[config.mk]
export PLATFORM = sky130hd
export DESIGN_NAME = mem_access
export DESIGN_NICKNAME = d
export VERILOG_FILES = /design/src/rtl/mem_access.sv
export SDC_FILE = /design/constraint.sdc
export NUM_CORES = 1
export LEC_CHECK = 0
export ABC_CLOCK_PERIOD_IN_PS = 5150
export BUFFER_PORTS_ARGS = -buffer_cell sky130_fd_sc_hd__buf_4
export CORE_MARGIN = 4
export CORE_UTILIZATION = 35
export DETAILED_ROUTE_END_ITERATION = 12
export PLACE_DENSITY = 0.66
export SYNTH_ARGS = -nofsm -noshare
export SYNTH_HDL_FRONTEND = slang
export SYNTH_SLANG_ARGS = --single-unit
[constraint.sdc]
create_clock -name clk -period 5.15 [get_ports clk]
set_clock_uncertainty 0.15 [all_clocks]
set_input_delay 0.515 -clock clk [delete_from_list [all_inputs] [get_ports clk]]
set_output_delay 0.515 -clock clk [all_outputs]
set_load 0.02 [all_outputs]
[src/rtl/mem_access.sv]
// MEM-stage data-bus access unit: issues loads/stores over a req/ack bus,
// stalls the pipeline while outstanding, formats load data for writeback.
//
// Ports:
//   clk, rst        clock, asynchronous active-high reset
//   mem_wreg_i      ex_mem writeback bundle {we, addr, data}; data = eff. addr
//   mem_op_i        memory op code (0 none, 1..8 LB..SW, 9..15 none)
//   mem_sdata_i     store data
//   hold_i          downstream hold; keeps the finished access presented
//   dbus_*          data bus request/response
//   stallreq_o      stall request while an access is outstanding
//   misalign_o      pulse on misaligned half/word access
//   bus_err_o       pulse on bus timeout
//   mem_wreg_o      writeback bundle to mem_wb

package mem_pkg;

  typedef struct packed {
    logic        we;
    logic [4:0]  addr;
    logic [31:0] data;
  } reg_t;

  localparam logic [3:0] OP_NONE = 4'd0;
  localparam logic [3:0] OP_LB   = 4'd1;
  localparam logic [3:0] OP_LBU  = 4'd2;
  localparam logic [3:0] OP_LH   = 4'd3;
  localparam logic [3:0] OP_LHU  = 4'd4;
  localparam logic [3:0] OP_LW   = 4'd5;
  localparam logic [3:0] OP_SB   = 4'd6;
  localparam logic [3:0] OP_SH   = 4'd7;
  localparam logic [3:0] OP_SW   = 4'd8;

endpackage

module mem_access
  import mem_pkg::*;
#(
  parameter int unsigned TIMEOUT = 256
) (
  input  logic        clk,
  input  logic        rst,
  input  reg_t        mem_wreg_i,
  input  logic [3:0]  mem_op_i,
  input  logic [31:0] mem_sdata_i,
  input  logic        hold_i,
  output logic        dbus_req_o,
  output logic        dbus_we_o,
  output logic [31:0] dbus_addr_o,
  output logic [3:0]  dbus_be_o,
  output logic [31:0] dbus_wdata_o,
  input  logic        dbus_ack_i,
  input  logic [31:0] dbus_rdata_i,
  output logic        stallreq_o,
  output logic        misalign_o,
  output logic        bus_err_o,
  output reg_t        mem_wreg_o
);

  localparam int unsigned CW =
    (TIMEOUT > 1) ? $clog2(TIMEOUT) : 1;
  localparam logic [CW-1:0] CNT_LAST =
    CW'(TIMEOUT - 1);

  typedef enum logic [1:0] {
    S_IDLE,
    S_WAIT,
    S_DONE
  } state_e;

  // op decode of the incoming instruction
  logic is_ld, is_st, is_sgn;
  logic sz_b, sz_h, sz_w;
  logic is_mem, mis, go;
  logic [31:0] ea;
  logic [3:0]  be_c;
  logic [31:0] wd_c;

  always_comb begin
    is_ld  = 1'b0;
    is_st  = 1'b0;
    is_sgn = 1'b0;
    sz_b   = 1'b0;
    sz_h   = 1'b0;
    sz_w   = 1'b0;
    case (mem_op_i)
      OP_LB: begin
        is_ld = 1'b1; is_sgn = 1'b1; sz_b = 1'b1;
      end
      OP_LBU: begin
        is_ld = 1'b1; sz_b = 1'b1;
      end
      OP_LH: begin
        is_ld = 1'b1; is_sgn = 1'b1; sz_h = 1'b1;
      end
      OP_LHU: begin
        is_ld = 1'b1; sz_h = 1'b1;
      end
      OP_LW: begin
        is_ld = 1'b1; sz_w = 1'b1;
      end
      OP_SB: begin
        is_st = 1'b1; sz_b = 1'b1;
      end
      OP_SH: begin
        is_st = 1'b1; sz_h = 1'b1;
      end
      OP_SW: begin
        is_st = 1'b1; sz_w = 1'b1;
      end
      default: ;
    endcase
  end

  assign ea     = mem_wreg_i.data;
  assign is_mem = is_ld | is_st;
  assign mis    = (sz_h & ea[0]) |
                  (sz_w & (ea[1:0] != 2'b00));
  assign go     = is_mem & ~mis;

  always_comb begin
    be_c = 4'b0000;
    wd_c = mem_sdata_i;
    unique case (1'b1)
      sz_b: begin
        be_c = 4'b0001 << ea[1:0];
        wd_c = {4{mem_sdata_i[7:0]}};
      end
      sz_h: begin
        be_c = ea[1] ? 4'b1100 : 4'b0011;
        wd_c = {2{mem_sdata_i[15:0]}};
      end
      sz_w: begin
        be_c = 4'b1111;
        wd_c = mem_sdata_i;
      end
      default: ;
    endcase
  end

  function automatic logic [31:0] fmt_load(
    input logic [31:0] rd,
    input logic [1:0]  a,
    input logic        b,
    input logic        h,
    input logic        s
  );
    logic [7:0]  by;
    logic [15:0] hw;
    case (a)
      2'd0:    by = rd[7:0];
      2'd1:    by = rd[15:8];
      2'd2:    by = rd[23:16];
      default: by = rd[31:24];
    endcase
    hw = a[1] ? rd[31:16] : rd[15:0];
    if (b)
      fmt_load = s ? {{24{by[7]}}, by}
                   : {24'd0, by};
    else if (h)
      fmt_load = s ? {{16{hw[15]}}, hw}
                   : {16'd0, hw};
    else
      fmt_load = rd;
  endfunction

  // state and the access latched on issue
  state_e      state_q, state_d;
  logic [CW-1:0] cnt_q, cnt_d;
  logic [31:0] ldata_q, ldata_d;
  logic        err_q, err_d;
  logic        ld_q, ld_d;
  logic        sgn_q, sgn_d;
  logic        szb_q, szb_d;
  logic        szh_q, szh_d;
  logic        bwe_q, bwe_d;
  logic [31:0] addr_q, addr_d;
  logic [3:0]  be_q, be_d;
  logic [31:0] wd_q, wd_d;
  reg_t        wreg_q, wreg_d;
  logic        cnt_last;

  assign cnt_last = (cnt_q == CNT_LAST);

  always_comb begin
    state_d = state_q;
    cnt_d   = cnt_q;
    ldata_d = ldata_q;
    err_d   = err_q;
    ld_d    = ld_q;
    sgn_d   = sgn_q;
    szb_d   = szb_q;
    szh_d   = szh_q;
    bwe_d   = bwe_q;
    addr_d  = addr_q;
    be_d    = be_q;
    wd_d    = wd_q;
    wreg_d  = wreg_q;
    unique case (state_q)
      S_IDLE: begin
        if (go) begin
          state_d = S_WAIT;
          cnt_d   = '0;
          ldata_d = '0;
          err_d   = 1'b0;
          ld_d    = is_ld;
          sgn_d   = is_sgn;
          szb_d   = sz_b;
          szh_d   = sz_h;
          bwe_d   = is_st;
          addr_d  = {ea[31:2], 2'b00};
          be_d    = be_c;
          wd_d    = wd_c;
          wreg_d  = mem_wreg_i;
        end
      end
      S_WAIT: begin
        // ack takes priority over timeout
        if (dbus_ack_i) begin
          ldata_d = fmt_load(dbus_rdata_i,
                             wreg_q.data[1:0],
                             szb_q, szh_q, sgn_q);
          state_d = S_DONE;
        end else if (cnt_last) begin
          err_d   = 1'b1;
          state_d = S_DONE;
        end else begin
          cnt_d = cnt_q + 1'b1;
        end
      end
      S_DONE: begin
        if (!hold_i)
          state_d = S_IDLE;
      end
      default: state_d = S_IDLE;
    endcase
  end

  always_ff @(posedge clk or posedge rst) begin
    if (rst) begin
      state_q <= S_IDLE;
      cnt_q   <= '0;
      ldata_q <= '0;
      err_q   <= 1'b0;
      ld_q    <= 1'b0;
      sgn_q   <= 1'b0;
      szb_q   <= 1'b0;
      szh_q   <= 1'b0;
      bwe_q   <= 1'b0;
      addr_q  <= '0;
      be_q    <= '0;
      wd_q    <= '0;
      wreg_q  <= '0;
    end else begin
      state_q <= state_d;
      cnt_q   <= cnt_d;
      ldata_q <= ldata_d;
      err_q   <= err_d;
      ld_q    <= ld_d;
      sgn_q   <= sgn_d;
      szb_q   <= szb_d;
      szh_q   <= szh_d;
      bwe_q   <= bwe_d;
      addr_q  <= addr_d;
      be_q    <= be_d;
      wd_q    <= wd_d;
      wreg_q  <= wreg_d;
    end
  end

  // outputs are forced low while reset is asserted
  always_comb begin
    dbus_req_o   = 1'b0;
    dbus_we_o    = 1'b0;
    dbus_addr_o  = '0;
    dbus_be_o    = '0;
    dbus_wdata_o = '0;
    stallreq_o   = 1'b0;
    misalign_o   = 1'b0;
    bus_err_o    = 1'b0;
    mem_wreg_o   = '0;
    if (!rst) begin
      unique case (state_q)
        S_IDLE: begin
          mem_wreg_o = mem_wreg_i;
          if (is_mem)
            mem_wreg_o.we = 1'b0;
          misalign_o = is_mem & mis;
          if (go) begin
            dbus_req_o   = 1'b1;
            dbus_we_o    = is_st;
            dbus_addr_o  = {ea[31:2], 2'b00};
            dbus_be_o    = be_c;
            dbus_wdata_o = wd_c;
            stallreq_o   = 1'b1;
          end
        end
        S_WAIT: begin
          stallreq_o    = 1'b1;
          mem_wreg_o    = wreg_q;
          mem_wreg_o.we = 1'b0;
          bus_err_o     = cnt_last & ~dbus_ack_i;
          if (!cnt_last) begin
            dbus_req_o   = 1'b1;
            dbus_we_o    = bwe_q;
            dbus_addr_o  = addr_q;
            dbus_be_o    = be_q;
            dbus_wdata_o = wd_q;
          end
        end
        S_DONE: begin
          mem_wreg_o    = wreg_q;
          mem_wreg_o.we = wreg_q.we & ld_q & ~err_q;
          if (ld_q)
            mem_wreg_o.data = ldata_q;
        end
        default: ;
      endcase
    end
  end

endmodule
==> parameters.txt <==
Parameter                              Value

CTS
  CTS root buf    clkbuf_16
  Max H-tree Level    4
  Later-pin clock latency in the skew report    0.41 ns
  Clock edge transition at the registers on the reported setup and hold paths    0.06 ns
  Maximum count of clock buffers along a single path    2
  Clock tree from TritonCTS    done
  Setup fix buffers added after clock tree synthesis    0
  Number of hold buffers added after cts    0
  Number of buffers created by CTS    17
  Clock Sink Count    122
  Number of cells upsized or downsized after cts    0

Place
  Last weighted congestion value of the routability-driven placer    0.850
  Post-place setup slack    between 1 and 1.5 ns
  Port-buffer cells    218
  DP HPWL    18,700 um

Timing
  RSZ-0062 raised after global routing    false
  Number of setup violations in the final report    0
  Slew Limit Headroom    25.8%
  Number of pins with negative max-slew slack in the final report    0
  Fin Setup TNS    0 ns
  Total count of hold-check failures in the final report    0
  Achievable Freq    0.270 GHz
  Final critical path time including I/O delays and setup    3.70 ns
  Minimum setup slack in the final design    1.45 ns
  Fin crit share    between 70 and 80%
  Actual transition at the worst max-transition pin    1.11 ns

Floorplan
  Die Y-Extent    ~160 um
  Initial Util    35.4%
  Die area    25,300 um2
  IO Count    221
  Die width    159 um
  Std cell rows    55
  Core ar.    22,600 um2

Detailed routing
  Count of vias placed by the detailed router    7,621
  Average wire per cell in the routed design    19.6 um
  Starting DRC count in detailed routing    525
  DRT Pass-1 Iters    5
  DRC    0
  Remaining number of nets flagged by the antenna check after routing    0
  Total wirelength of the detailed-routed design    26,800 um
  Post-detailed-route via-to-cell ratio    5.58

Pwr
  Sum of internal, switching and leakage power    5.79 mW
  Peak ir drop on the vdd network    0.000250 V
  Static leakage    4.81 nW
  P per Cell Area    562 nW/um2

Critical path
  Data required time at the worst endpoint    4.49 ns
  Slowest stage delay, CP    0.53 ns
  Top fanout value on the critical path    28
  Cell type with the highest occurrence count on the critical path    buf_4
  Critical path type    primary input to output port
  Worst path cell trace    buf_4 -> or4b_4 -> nor3_4 -> or3_4 -> nand2_1 -> o21ai_0 -> buf_4
  Slowest cell on the critical path    or4b_4
  Top Family by Delay on Critical Path    simple AND/OR/NAND/NOR gates
  Number of buffers and inverters on the critical path    2
  Critical path endpoint category    output port
  Endpoint arrival time on the critical path    between 3 and 4 ns
  Startpoint kind of the worst setup timing path    primary input

Synthesis
  Post-Syn Instances    904
  Top_reg_cell synth    dfrtp_1
  Post-synth design cell area    7990 um2
  Number of different library cells in the post-synthesis netlist    53
  Post-synth EDFFs    0
  Synth Register Bits    122
  Fraction of synthesis flops using an asynchronous set or reset pin    100%
  Post-synthesis sequential area ratio    38.2%
  Post-synthesis area per instance    8.84 um2
  Number of warning messages in the yosys log    0

Global routing
  Antenna violations before repair    0
  Global routing usage on met2    33.1%
  Number of global-route vias before repair    about 7,400
  Met1 Use GR    27.2%
  GRT Max-Usage Layer    met2
  GRT met3 Usage    a little under 6%
  Global-route usage over all layers    approximately a fifth
  Global-route wire length before repair    ~42,000 um
  Total congestion overflow after global routing    0
  Largest net degree at the start of global routing    80

Final layout
  Most common cell after layout, fill and taps aside    buf_4
  Area added between synthesis and finish    29.0%
  Total Nets Final    1,178
  Number of diodes added for antenna fixing    0
  Fraction of final layout cells with drive strength greater than 1    between 30% and 40%
  Most frequent cells in the layout    buf_4 (229), nand2_1 (125), dfrtp_1 (119)

Hold path
  Worst min-delay path class    primary input to flop

Run
  Max-cap violation count    0

Outcome
  Status    finished clean
-- path summary, 6_finish.rpt --
| check | start | to | slack [ns] | depth (start not counted) |
|---|---|---|---|---|
| setup / recovery | mem_op_i[3] | dbus_wdata_o[9] | 1.45 | 7 |
| hold / removal | mem_wreg_i[36] | wreg_q[36]$_DFFE_PP0P_ | 0.17 | 2 |
| hold reg to reg | ldata_q[12]$_DFFE_PP0P_ | ldata_q[12]$_DFFE_PP0P_ | 0.33 | 2 |
| setup reg to reg | wreg_q[1]$_DFFE_PP0P_ | ldata_q[19]$_DFFE_PP0P_ | 2.31 | 5 |
| max in group asynchronous | rst | ld_q$_DFFE_PP0P_ | 3.11 | 4 |
| min in group asynchronous | rst | cnt_q[3]$_DFFE_PP0P_ | 0.29 | 3 |
-- cells in the mapped netlist, drive strengths merged, types with 3 or more instances --
master    n  share of area [%]
nor2     89                4.2
nand2   125                5.9
dfrtp   122                 38
nand2b    4               0.31
o22ai    10               0.78
clkbuf   55                2.6
a22o     40                4.4
nor3      5               0.45
mux2i    47                5.9
mux2     47                8.0
a21oi    82                5.1
buf      32                2.5
mux4      8                2.3
nand4     3               0.23
and3     13                1.0
a211oi   41                3.9
o32ai    16                1.8
o31ai    33                3.2
o21ai    72                4.5
nor2b     3               0.23
inv      11               0.52
nand3    16                1.0
a31oi     5               0.47
-- power by group --
part	switching, mW	internal, mW
registers	0.506	1.40
clock network	0.516	0.685
logic	1.47	1.21
-- layer usage --
metal  up-vias  routed length [um]  part of all wire (%)
li1       3633                   -                     -
met1      3662               11800                    44
met2       302               12600                    47
met3        24                2040                   7.6
met4         0                 310                   1.2
met5         -                   0                     0
-- cell type report --
type                    count  area (um2)
fillers                  2213       12300
repair buffers            230        1740
clock inverters            15         158
inverters                  11        45.0
flip-flops and latches    122        3060
multi-input cells         685        4520
well taps                 285         357
clock buffers              17         425
-- cells by family (layout without fill, tap and decap cells) --
| kind of cell | count (synthesis) | count (layout) | synth area share (%) |
|---|---|---|---|
| simple gates | 269 | 269 | 14.4 |
| other cells | 1 | 2 | 0.0469 |
| buf+inv | 98 | 273 | 5.65 |
| compound gates | 310 | 310 | 25.3 |
| fa+ha+maj | 1 | 1 | 0.157 |
| xor+xnor | 1 | 1 | 0.110 |
| mux | 102 | 102 | 16.1 |
| flops | 122 | 122 | 38.2 |
-- flip-flops by register name, indices dropped and copies added, names as in the netlist --
signal and flops:
be_q 4, bwe_q 1, cnt_q 8, err_q 1
ld_q 1, ldata_q 32, sgn_q 1, state_q 2
szb_q 1, szh_q 1, wd_q 32, wreg_q 38
-- through the flow --
| stage | cell area [um2] | instances | util [%] | hold WS, ns |
|---|---|---|---|---|
| floorplan | 8000 | 905 | - | 0.298 |
| global placement | 9720 | 1333 | 43.1 | 0.309 |
| detailed placement | 9720 | 1333 | 43.1 | 0.317 |
| CTS | 10300 | 1365 | 45.6 | 0.159 |
| global route | 10300 | 1365 | 45.6 | 0.167 |
| finish | 10300 | 1365 | 45.6 | 0.175 |
No activity file was read; power rests on OpenSTA's default activity.
